### config.mk
export PLATFORM = sky130hd
export DESIGN_NAME = maquina_lectura
export DESIGN_NICKNAME = d
export VERILOG_FILES = /design/src/rtl/maquina_lectura.sv
export SDC_FILE = /design/constraint.sdc
export NUM_CORES = 1
export LEC_CHECK = 0
export BUFFER_PORTS_ARGS = -buffer_cell sky130_fd_sc_hd__buf_4
export CAP_MARGIN = 5
export CORE_MARGIN = 2
export CORE_UTILIZATION = 56
export CTS_BUF_LIST = sky130_fd_sc_hd__clkbuf_8 sky130_fd_sc_hd__clkbuf_16
export CTS_CLUSTER_DIAMETER = 80
export DETAILED_ROUTE_END_ITERATION = 10
export GPL_TIMING_DRIVEN = 0
export PLACE_DENSITY = 0.79
export SYNTH_ARGS = -nofsm -noshare
export SYNTH_HDL_FRONTEND = slang
export SYNTH_SLANG_ARGS = --single-unit
### constraint.sdc
create_clock -name clk -period 2.65 [get_ports clk]
set_input_delay 0 -clock clk [delete_from_list [all_inputs] [get_ports clk]]
set_output_delay 0 -clock clk [all_outputs]
set_load 0.1 [all_outputs]
### src/rtl/maquina_lectura.sv
// maquina_lectura: RTC read sequencer. It sends the clock-to-RAM transfer command, reads the
// clock and (optionally) timer registers, then publishes every value on one edge.
module maquina_lectura #(
    parameter bit         LEER_TIMER = 1'b1,
    parameter logic [7:0] CMD_TRANSF = 8'hF0
) (
    input  logic       clk,
    input  logic       reset,
    input  logic       Lectura,
    input  logic       DIR,
    input  logic       DAT,
    input  logic       cambio_estado,
    input  logic [7:0] Dato_in,
    output logic [7:0] Dato_Dire,
    output logic       E_lec,
    output logic       Wr_Rd,
    output logic       Term_Lec,
    output logic [7:0] Seg,
    output logic [7:0] Min,
    output logic [7:0] Hora,
    output logic [7:0] Dia,
    output logic [7:0] Mes,
    output logic [7:0] Ano,
    output logic [7:0] T_Seg,
    output logic [7:0] T_Min,
    output logic [7:0] T_Hora
);
    typedef enum logic [3:0] {
        IDLE, CMD, R_SEG, R_MIN, R_HORA, R_DIA, R_MES, R_ANO, R_TSEG, R_TMIN, R_THORA
    } t_estado;

    t_estado          r_estado, w_sig;
    logic             r_e_lec, r_wr_rd, w_avanza, w_fin;
    logic [7:0]       r_dato_dire, w_dire;
    logic [3:0]       w_idx;
    logic [8:0][7:0]  r_sh, r_val;

    // Read states map linearly onto 0x21..0x26 and 0x41..0x43
    always_comb begin
        w_sig    = r_estado;
        w_fin    = 1'b0;
        w_idx    = r_estado - 4'd2;
        w_avanza = !DIR && !DAT && cambio_estado;
        w_dire   = (r_estado == CMD) ? CMD_TRANSF :
                   (r_estado >= R_TSEG) ? 8'h39 + {4'h0, r_estado} : 8'h1F + {4'h0, r_estado};
        if (r_estado == IDLE) begin
            w_sig = Lectura ? CMD : IDLE;
        end else if (w_avanza) begin
            w_fin = (r_estado == R_THORA) || (r_estado == R_ANO && !LEER_TIMER);
            w_sig = w_fin ? IDLE : t_estado'(r_estado + 4'd1);
        end
        Term_Lec = w_fin && reset;
    end

    always_ff @(posedge clk) begin
        if (!reset) begin
            r_estado    <= IDLE;
            r_e_lec     <= 1'b0;
            r_wr_rd     <= 1'b0;
            r_dato_dire <= 8'h00;
            r_sh        <= '0;
            r_val       <= '0;
        end else begin
            r_estado <= w_sig;
            r_wr_rd  <= (w_sig == CMD);
            if (r_estado == IDLE)
                r_e_lec <= Lectura;
            else if (DIR)
                r_dato_dire <= w_dire;
            else if (DAT) begin
                if (r_estado == CMD)
                    r_dato_dire <= 8'h00;
                else
                    r_sh[w_idx] <= Dato_in;
            end else
                r_e_lec <= !cambio_estado;
            if (w_fin)
                r_val <= LEER_TIMER ? r_sh : {r_val[8:6], r_sh[5:0]};
        end
    end

    assign Dato_Dire = r_dato_dire;
    assign E_lec     = r_e_lec;
    assign Wr_Rd     = r_wr_rd;
    assign Seg       = r_val[0];
    assign Min       = r_val[1];
    assign Hora      = r_val[2];
    assign Dia       = r_val[3];
    assign Mes       = r_val[4];
    assign Ano       = r_val[5];
    assign T_Seg     = r_val[6];
    assign T_Min     = r_val[7];
    assign T_Hora    = r_val[8];
endmodule

After elaboration in Yosys (flattened, before gate mapping)
Index checks and enable logic that the tools add are counted.
{"block": "word_totals", "reg_bits": 158, "mem_count": 0, "ramBits": 0, "latchBits": 0, "word_cells": 67, "in_bits": 14, "romBits": 0}
{"block": "op_classes", "div_mod_pow": 0, "reduce_logical": 13, "addsub": 4, "mux": 17, "multipliers": 0, "magnitude_cmp": 3, "bitwise": 3, "n_eq_ne": 5, "shifts": 0}
{"operator": "$bwmux 72", "count": 1}
{"operator": "$mux 8", "count": 5}
{"operator": "$demux 8 s4", "count": 1}
{"operator": "$mux 4", "count": 3}
{"operator": "$eq 4x1->1 const B", "count": 2}
{"operator": "$add 6x4->7 const A", "count": 1}
{"operator": "$mux 7", "count": 1}
{"operator": "$add 5x4->6 const A", "count": 1}
{"operator": "$mux 1", "count": 6}
{"operator": "$lt 4x5->1 const B", "count": 1}
{"operator": "$add 4x1->4 const B", "count": 1}
{"operator": "$eq 4x4->1 const B", "count": 1}
{"operator": "$ge 4x1->1 const B", "count": 1}
{"operator": "$ge 4x4->1 const B", "count": 1}
{"operator": "$logic_and 1x1->1", "count": 4}
{"operator": "$logic_not 4->1", "count": 1}
{"operator": "$ne 2x1->1 const B", "count": 2}
{"operator": "$reduce_and 4->1", "count": 1}
{"operator": "$reduce_bool 2->1", "count": 2}
{"operator": "$sub 4x2->4 const B", "count": 1}
{"operator": "$logic_not 1->1", "count": 3}
{"operator": "$not 1->1", "count": 3}
{"operator": "$reduce_and 3->1", "count": 1}
{"operator": "$reduce_and 2->1", "count": 1}

Longest topological paths before layout
Gate-level depths: netlist (run 1).
{"block": "depth", "depth_word": 6, "ltp_mapped": 9, "depth_no_buf": 7}

Worst setup path before layout (run 1)
OpenSTA, ideal clock, no wires.
{"block": "synth_path", "path_kind": "register to output", "from": "register r_estado[0]", "to": "output Term_Lec", "arrival_ps": 2694, "setup_slack_ps": -44, "path_buffers": 2, "path_stages_with_launch": 8, "t_required_ps": 2650, "cell_sequence": "dfxtp_1 inv_1 ha_1 nand2_1 or3_1 clkbuf_1 buf_2 nor2_1"}
{"block": "synth_via", "elab_chain_cells": 4}
{"item": "start: declaration", "line_no": "32", "rtl": "t_estado r_estado, w_sig;"}
{"item": "start signal: assignment", "line_no": "64", "rtl": "r_estado <= w_sig;"}
{"item": "$eq 4x4->1", "line_no": "49", "rtl": "w_fin = (r_estado == R_THORA) || (r_estado == R_ANO && !LEER_TIMER);"}
{"item": "$mux 1", "line_no": "48", "rtl": "end else if (w_avanza) begin"}
{"item": "$mux 1 (*)", "line_no": "46", "rtl": "if (r_estado == IDLE) begin"}
{"item": "$logic_and 1x1->1 (*)", "line_no": "52", "rtl": "Term_Lec = w_fin && reset;"}
{"item": "end: declaration", "line_no": "17", "rtl": "output logic Term_Lec,"}
Every way passes the cells marked *; elsewhere a longest branch is shown, timed or not.

Worst setup path after layout (run 1)
Ends and elaborated chain as after synthesis.

==> results of run 1 <==
where the power goes:
| part | internal [mW] | switching [mW] | total (mW) |
|---|---|---|---|
| sequential | 2.38 | 0.00651 | 2.39 |
| combinational | 0.0673 | 0.170 | 0.237 |
| clock | 1.32 | 1.00 | 2.32 |
| total | 3.77 | 1.18 | 4.94 |
flip-flops by register name (all words and copies together), names as in the netlist:
register	flops
Ano	8
E_lec	1
Dia	8
Min	8
T_Seg	8
Seg	8
r_estado	4
r_sh	72
Wr_Rd	1
Hora	8
Mes	8
T_Min	8
Dato_Dire	8
T_Hora	8
worst max-delay path, stage by stage (launching register included):
cell and delay (ns):
dfxtp_1 0.40, inv_2 0.16, ha_1 0.29, nand2_1 0.11, or3_1 0.31, clkbuf_1 0.15
buf_2 0.22, nor2_2 0.12, buf_6 0.23
per-stage QoR:
stage                     worst slack (ns)  instances
after floorplan                      0.423        663
after global routing              -0.00592        937
after CTS                          0.00126        937
final                                0.131        937
after global placement               0.114        894
after detailed placement            0.0974        894
worst paths after layout:
path / startpoint / to / slack, ns
worst max register to register: r_estado[0]$_SDFF_PN0_ / r_sh[35]$_SDFFE_PN0P_ / 0.18
worst min-delay path: cambio_estado / E_lec$_SDFFE_PN0P_ / 0.06
worst max-delay path: r_estado[0]$_SDFF_PN0_ / Term_Lec / 0.13
worst min register to register: r_sh[31]$_SDFFE_PN0P_ / Dia[7]$_SDFFE_PN0P_ / 0.45
per-layer routing:
layer  share of wire  vias up  GRT usage
li1                -     2443          -
met1            0.45     2347      0.353
met2            0.48      154      0.432
met3           0.056       21     0.0569
met4           0.012        0     0.0897
met5               0        -          0
repair_timing:
item,CTS,global route
endpoints found under the setup margin,0,33
hold buffers,11,0
gates resized for setup,0,2
endpoints found under the hold margin,25,0
cell type report:
cell class / instances / area, um2 / share of cell area
Sequential cell: 158 / 3160 / 0.419
Multi-Input combinational cell: 458 / 2580 / 0.342
Timing Repair Buffer: 106 / 827 / 0.109
Clock buffer: 19 / 442 / 0.0585
Buffer: 41 / 214 / 0.0283
Tap cell: 136 / 170 / 0.0225
Clock inverter: 13 / 130 / 0.0172
Inverter: 6 / 22.5 / 0.00298
cell usage after synthesis, types with 2 or more instances:
cell type  number  area [um2]
a21boi_0        2        15.0
a21oi_1        77         385
a22oi_1         4        30.0
and3_1          2        12.5
buf_2          12        60.1
buf_6           6        67.6
clkbuf_1       23        86.3
dfxtp_1       158        3160
ha_1            9         113
inv_1           6        22.5
mux2i_1        73         731
nand2_1       231         867
nand2_4         4        45.0
nand3_1         2        10.0
nor2_1         22        82.6
o2111ai_1       2        17.5
xnor2_1         5        43.8
cell families (layout without fill, tap and decap cells):
| logic type | after synthesis | count (layout) |
|---|---|---|
| multiplexers | 73 | 73 |
| AND/OR/NAND/NOR | 272 | 272 |
| buffers and inverters | 47 | 185 |
| adder cells (fa/ha/maj) | 9 | 9 |
| flip-flops | 158 | 158 |
| AO/OA/AOI/OAI | 99 | 99 |
| XOR/XNOR | 5 | 5 |
==> qor.csv, run 1 <==
stage;metric;value;unit
outcome;status;finished clean;
global_routing;grtUsageTotal;0.266;
detailed_routing;wl;14900;um
logic_synthesis;synth-simple-area-share;0.185;
placed_design;gp_congestion;0.884;
power_and_ir_drop;power;4.94;mW
layout;areaGrowthSynthToFinish;26.3;%
critical_path;end_kind;output pin;
logic_synthesis;synth_edf_count;0;
logic_synthesis;synth_top_family_by_area;simple AND/OR/NAND/NOR gates;
timing;tightest_slew;0.779;ns
detailed_routing;drtIter0Drc;320;
timing;finalSetupViolCount;0;
logic_synthesis;syn_area;5980;um2
logic_synthesis;ys_warn_count;0;
clocking;htreeDepth;4;
layout;nFillCells;744;
floorplan;start_util;0.577;
logic_synthesis;synth_seq_area_share;0.529;
clocking;cts_setup_buffers;0;
layout;final_cell_mix;nand2_1, dfxtp_1, buf_4, a21oi_1, mux2i_1;
timing;skew;0.00834;ns
global_routing;grt_max_degree;17;
critical_path;cp.arrival;2.52;ns
logic_synthesis;synthMuxAreaShare;0.122;
layout;final_nets;811;
hold_path;hold_depth;4;
clocking;cts_tree;yes;
floorplan;coreArea;10400;um2
timing;period_needed;2.52;ns
timing;timing.slew.headroom;0.480;
floorplan;fp.dieH;107;um
layout;final_cell_area;7550;um2
power_and_ir_drop;peakVddDrop;0.374;mV
timing;hold_viol;0;
power_and_ir_drop;p_leak;3.40;nW
logic_synthesis;syn_inst;663;
job;cap_violations;0;
critical_path;start_kind;flip-flop;
clocking;clk_pin_slew;0.06;ns
detailed_routing;route.detailed.drc;0;
clocking;root_buffer;clkbuf_8;
logic_synthesis;synthAdderAreaFrac;0.0188;
logic_synthesis;synth-main-ff-cell;dfxtp_1;
logic_synthesis;synth_compound_area_frac;0.0987;
floorplan;rows;37;
timing;drv_slew;0;
global_routing;grt_pass1_wl;23700;um
critical_path;path_max_fanout;10;
global_routing;grt_overflow;0;
clocking;numCtsBuffers;17;
logic_synthesis;synth_fp_nets;686;
clocking;clockBufferDepth;2;
detailed_routing;firstDrtPassIters;5;
layout;num_antenna_cells;0;
timing;fin_crit_sh;0.951;
floorplan;die_x;107;um
logic_synthesis;avgSynthCellArea;9.02;um2
global_routing;first_global_vias;4839;
timing;fin_hold_ws;0.0596;ns
placed_design;dpl_cell_area;6870;um2
floorplan;dieArea;11500;um2
detailed_routing;ant_nets;0;
timing;fmax;397;MHz
global_routing;antenna_found_initial;0;
placed_design;portBuffers;95;
placed_design;dp_hpwl;10100;um
floorplan;io_pins;97;
logic_synthesis;ys_types;42;
layout;drive_above_1_share;0.201;
logic_synthesis;synthArstFlopShare;0;
clocking;clk-insertion-delay-late;0.53;ns
hold_path;hp-class;primary input to flip-flop;
logic_synthesis;synth_xor_area_frac;0.00732;
detailed_routing;wl_per_cell;15.9;um
critical_path;required;2.65;ns
detailed_routing;vias_per_cell;5.30;
layout;layout_commonest_cell;nand2_1;
timing;fin_setup_tns;0;ns
power_and_ir_drop;p_per_area;655;nW/um2
logic_synthesis;ys_ff_latch;158;
critical_path;ff2ff_path_depth;6;
critical_path;setup.worst_path.class;flip-flop to output pin;
layout;final_util;0.728;
clocking;cts_sinks;158;
detailed_routing;vias;4965;
No activity file was read; power rests on OpenSTA's default activity.
==> inputs of run 2 (changes only) <==
--- a/config.mk
+++ b/config.mk
@@ -5,6 +5,7 @@
 export SDC_FILE = /design/constraint.sdc
 export NUM_CORES = 1
 export LEC_CHECK = 0
+export ABC_AREA = 1
 export BUFFER_PORTS_ARGS = -buffer_cell sky130_fd_sc_hd__buf_4
 export CAP_MARGIN = 5
 export CORE_MARGIN = 2
==> run 2 against run 1 <==
  * Maximum frequency is 0.29% higher
  * Total power is 5.2% higher
  * Die area is 1.0% higher
  * Sequential cell count stayed put
  * Worst hold slack worse by 0.021 ns
  * Clock power is 10% higher
  * Clock skew is 0.0013 ns lower
==> qor.csv, run 2 <==
stage;metric;value;unit;change
global_routing;antenna_found_initial;0;;unchanged
outcome;status;finished clean;;
layout;areaGrowthSynthToFinish;25.7;%;
layout;largest-register;r_sh;;
critical_path;required;2.65;ns;about the same
timing;timing.slew.headroom;0.402;;-0.0787
power_and_ir_drop;peakVddDrop;0.392;mV;+4.8%
logic_synthesis;synth-main-ff-cell;dfxtp_1;;
logic_synthesis;synth_fp_nets;791;;+15%
placed_design;dp_slack;0.258;ns;+0.161 ns
logic_synthesis;syn_inst;768;;+16%
critical_path;cp.arrival;2.51;ns;about the same
layout;drive_above_1_share;0.182;;-0.0191
global_routing;busiest_layer;met2;;
clocking;clockBufferDepth;2;;unchanged
detailed_routing;route.detailed.drc;0;;unchanged
detailed_routing;wl;15800;um;+6.3%
timing;tightest_slew;0.894;ns;+0.115 ns
clocking;cts_setup_buffers;0;;unchanged
floorplan;rows;37;;unchanged
hold_path;hp-class;primary input to flip-flop;;
placed_design;dp_hpwl;10500;um;+3.8%
timing;fin_hold_ws;0.0389;ns;-0.0207 ns
power_and_ir_drop;p_int;4.07;mW;+8.1%
timing;fin_crit_sh;0.948;;-0.00278
clocking;numCtsBuffers;17;;unchanged
power_and_ir_drop;p_switching;1.13;mW;-3.9%
layout;final_cell_mix;nor2_1, dfxtp_1, nand2_1, buf_4, nand3_1;;
timing;finalWorstSetupSlack;0.138;ns;+0.00736 ns
layout;num_antenna_cells;0;;unchanged
detailed_routing;ant_nets;0;;unchanged
power_and_ir_drop;p_seq_frac;0.460;;-0.023
power_and_ir_drop;p_leak;3.45;nW;+1.6%
floorplan;coreArea;10400;um2;+0.45%
power_and_ir_drop;p_per_area;685;nW/um2;+4.6%
logic_synthesis;synth_edf_count;0;;unchanged
placed_design;portBuffers;88;;-7.4%
critical_path;setup.worst_path.class;primary input to output pin;;
detailed_routing;vias_per_cell;5.47;;+3.2%
critical_path;critical-path-max-stage-delay;0.61;ns;+0.21 ns
timing;skew;0.00708;ns;-0.00126 ns
critical_path;ff2ff_path_depth;8;;+2
power_and_ir_drop;power;5.20;mW;+5.2%
detailed_routing;drtIter0Drc;436;;+36%
detailed_routing;firstDrtPassIters;5;;unchanged
logic_synthesis;syn_area;6050;um2;+1.1%
critical_path;path_max_fanout;10;;unchanged
logic_synthesis;ys_top_cells_by_area;dfxtp_1, nor2_1, nand2_1, nand3_1, a21oi_1;;
global_routing;grt_use_met2;0.459;;+0.0269
logic_synthesis;synth_top_area_frac;0.523;;-0.00558
floorplan;fp.dieH;108;um;+0.51%
floorplan;die_x;108;um;+0.51%
critical_path;end_kind;output pin;;
layout;final_nets;907;;+12%
critical_path;worstPathCellList;dlygate4sd3_1, buf_4, nor2_2, dlygate4sd3_1, nand2_2, nor2_2, inv_2, buf_2, nor2_1, buf_4;;
logic_synthesis;ys_ff_latch;158;;unchanged
clocking;clk_pin_slew;0.06;ns;about the same
clocking;cts_tree;yes;;
floorplan;start_util;0.580;;+0.00356
timing;finalSetupViolCount;0;;unchanged
logic_synthesis;synth_seq_area_share;0.523;;-0.00558
job;cap_violations;0;;unchanged
logic_synthesis;avgSynthCellArea;7.87;um2;-13%
clocking;htreeDepth;4;;unchanged
logic_synthesis;yosysTopAreaCell;dfxtp_1;;
timing;fmax;398;MHz;+0.29%
global_routing;grt_max_degree;17;;unchanged
logic_synthesis;synthArstFlopShare;0;;unchanged
placed_design;dp_cells;992;;+11%
detailed_routing;vias;5644;;+14%
timing;period_needed;2.51;ns;-0.00736 ns
critical_path;start_kind;primary input;;
logic_synthesis;ys_warn_count;0;;unchanged
layout;largest_reg_flops;72;;unchanged
global_routing;first_global_vias;5329;;+10%
clocking;clk-insertion-delay-late;0.53;ns;about the same
floorplan;io_pins;97;;unchanged
timing;fin_setup_tns;0;ns;unchanged
clocking;cts_sinks;158;;unchanged
power_and_ir_drop;pwr-share-clk;0.492;;+0.023
critical_path;critPathSlowestCell;dlygate4sd3_1;;
hold_path;hold_depth;3;;-1
global_routing;grtUsageMet3;0.0726;;+0.0157
timing;hold_viol;0;;unchanged
global_routing;grt_pass1_wl;25300;um;+6.8%
floorplan;dieArea;11600;um2;+1.0%
logic_synthesis;ys_types;25;;-40%
clocking;root_buffer;clkbuf_8;;
timing;rsz0062_at_grt;no;;
layout;instances_no_fill;1032;;+10%
power_and_ir_drop;power_frac_comb;0.049;;about the same
clocking;cts.repair.resized;0;;unchanged
global_routing;met1_usage;0.362;;+0.00927
placed_design;gp_congestion;0.811;;-8.2%
power_and_ir_drop;swShare;0.218;;-0.0207
logic_synthesis;ys_top_cells_by_count;nor2_1, dfxtp_1, nand2_1, nand3_1, a21oi_1;;
logic_synthesis;yosysMostFrequentCell;nor2_1;;
timing;drv_slew;0;;unchanged
layout;layout_commonest_cell;nor2_1;;
global_routing;grt_overflow;0;;unchanged
clocking;cts-hold-fix-buffers;9;;-2
detailed_routing;wl_per_cell;15.3;um;-3.5%
global_routing;grtUsageTotal;0.280;;+0.0138
## run 2: changes by cell type after synthesis, sizes merged, moves of 5 or more
cell,before,now
buf,18,32
clkbuf,23,17
inv,6,18
mux2i,73,0
nand2,235,126
nand3,2,83
nor2,22,164
o21ai,2,75
xnor2,5,0
## run 2: cell type report
cell class / instances / area [um2]
clock buffers: 21 / 469
clock inverters: 10 / 161
well taps: 136 / 170
multi-input cells: 543 / 2540
fillers: 777 / 2820
flip-flops and latches: 158 / 3160
repair buffers: 97 / 751
inverters: 18 / 67.6
plain buffers: 49 / 278
## run 2: metrics by stage
stage	util	cell area, um2
3_3_place_gp	0.660	6880
2_1_floorplan	-	6050
4_1_cts	0.729	7600
3_5_place_dp	0.660	6880
6_report	0.729	7600
5_1_grt	0.729	7600
## run 2: critical path: cells and delay by family
family                 cells  cell delay, ns
and+or+nand+nor            4            0.54
buffers and inverters      6            1.96
## run 2: worst paths after layout
path / end / from / slack (ns)
hold reg to reg: r_sh[47]$_SDFFE_PN0P_ / r_sh[47]$_SDFFE_PN0P_ / 0.46
setup reg to reg: r_sh[51]$_SDFFE_PN0P_ / r_estado[2]$_SDFF_PN0_ / 0.16
hold / removal: r_sh[29]$_SDFFE_PN0P_ / Dato_in[5] / 0.04
setup / recovery: Term_Lec / DIR / 0.14
## run 2: kinds of logic after synthesis
logic type | Yosys count | share of synthesized area
DFF | 158 | 0.523
buffers and inverters | 67 | 0.0571
and+or+nand+nor | 376 | 0.269
adders and majority gates | 9 | 0.0186
AOI/OAI and AO/OA | 158 | 0.132
## run 2: routing by layer
metal / vias up / part of all wire
met5: - / 0
met4: 0 / 0.014
met3: 24 / 0.085
met2: 233 / 0.48
met1: 2635 / 0.42
li1: 2752 / -
## run 2: power groups by stage
stage          registers (mW)  clock network, mW  logic (mW)
6_report                 2.39               2.56       0.253
5_1_grt                  2.39               2.68       0.268
4_1_cts                  2.39               2.58       0.249
3_5_place_dp             2.44                  0       0.235
3_3_place_gp             2.44                  0       0.230
2_1_floorplan            2.50                  0       0.110
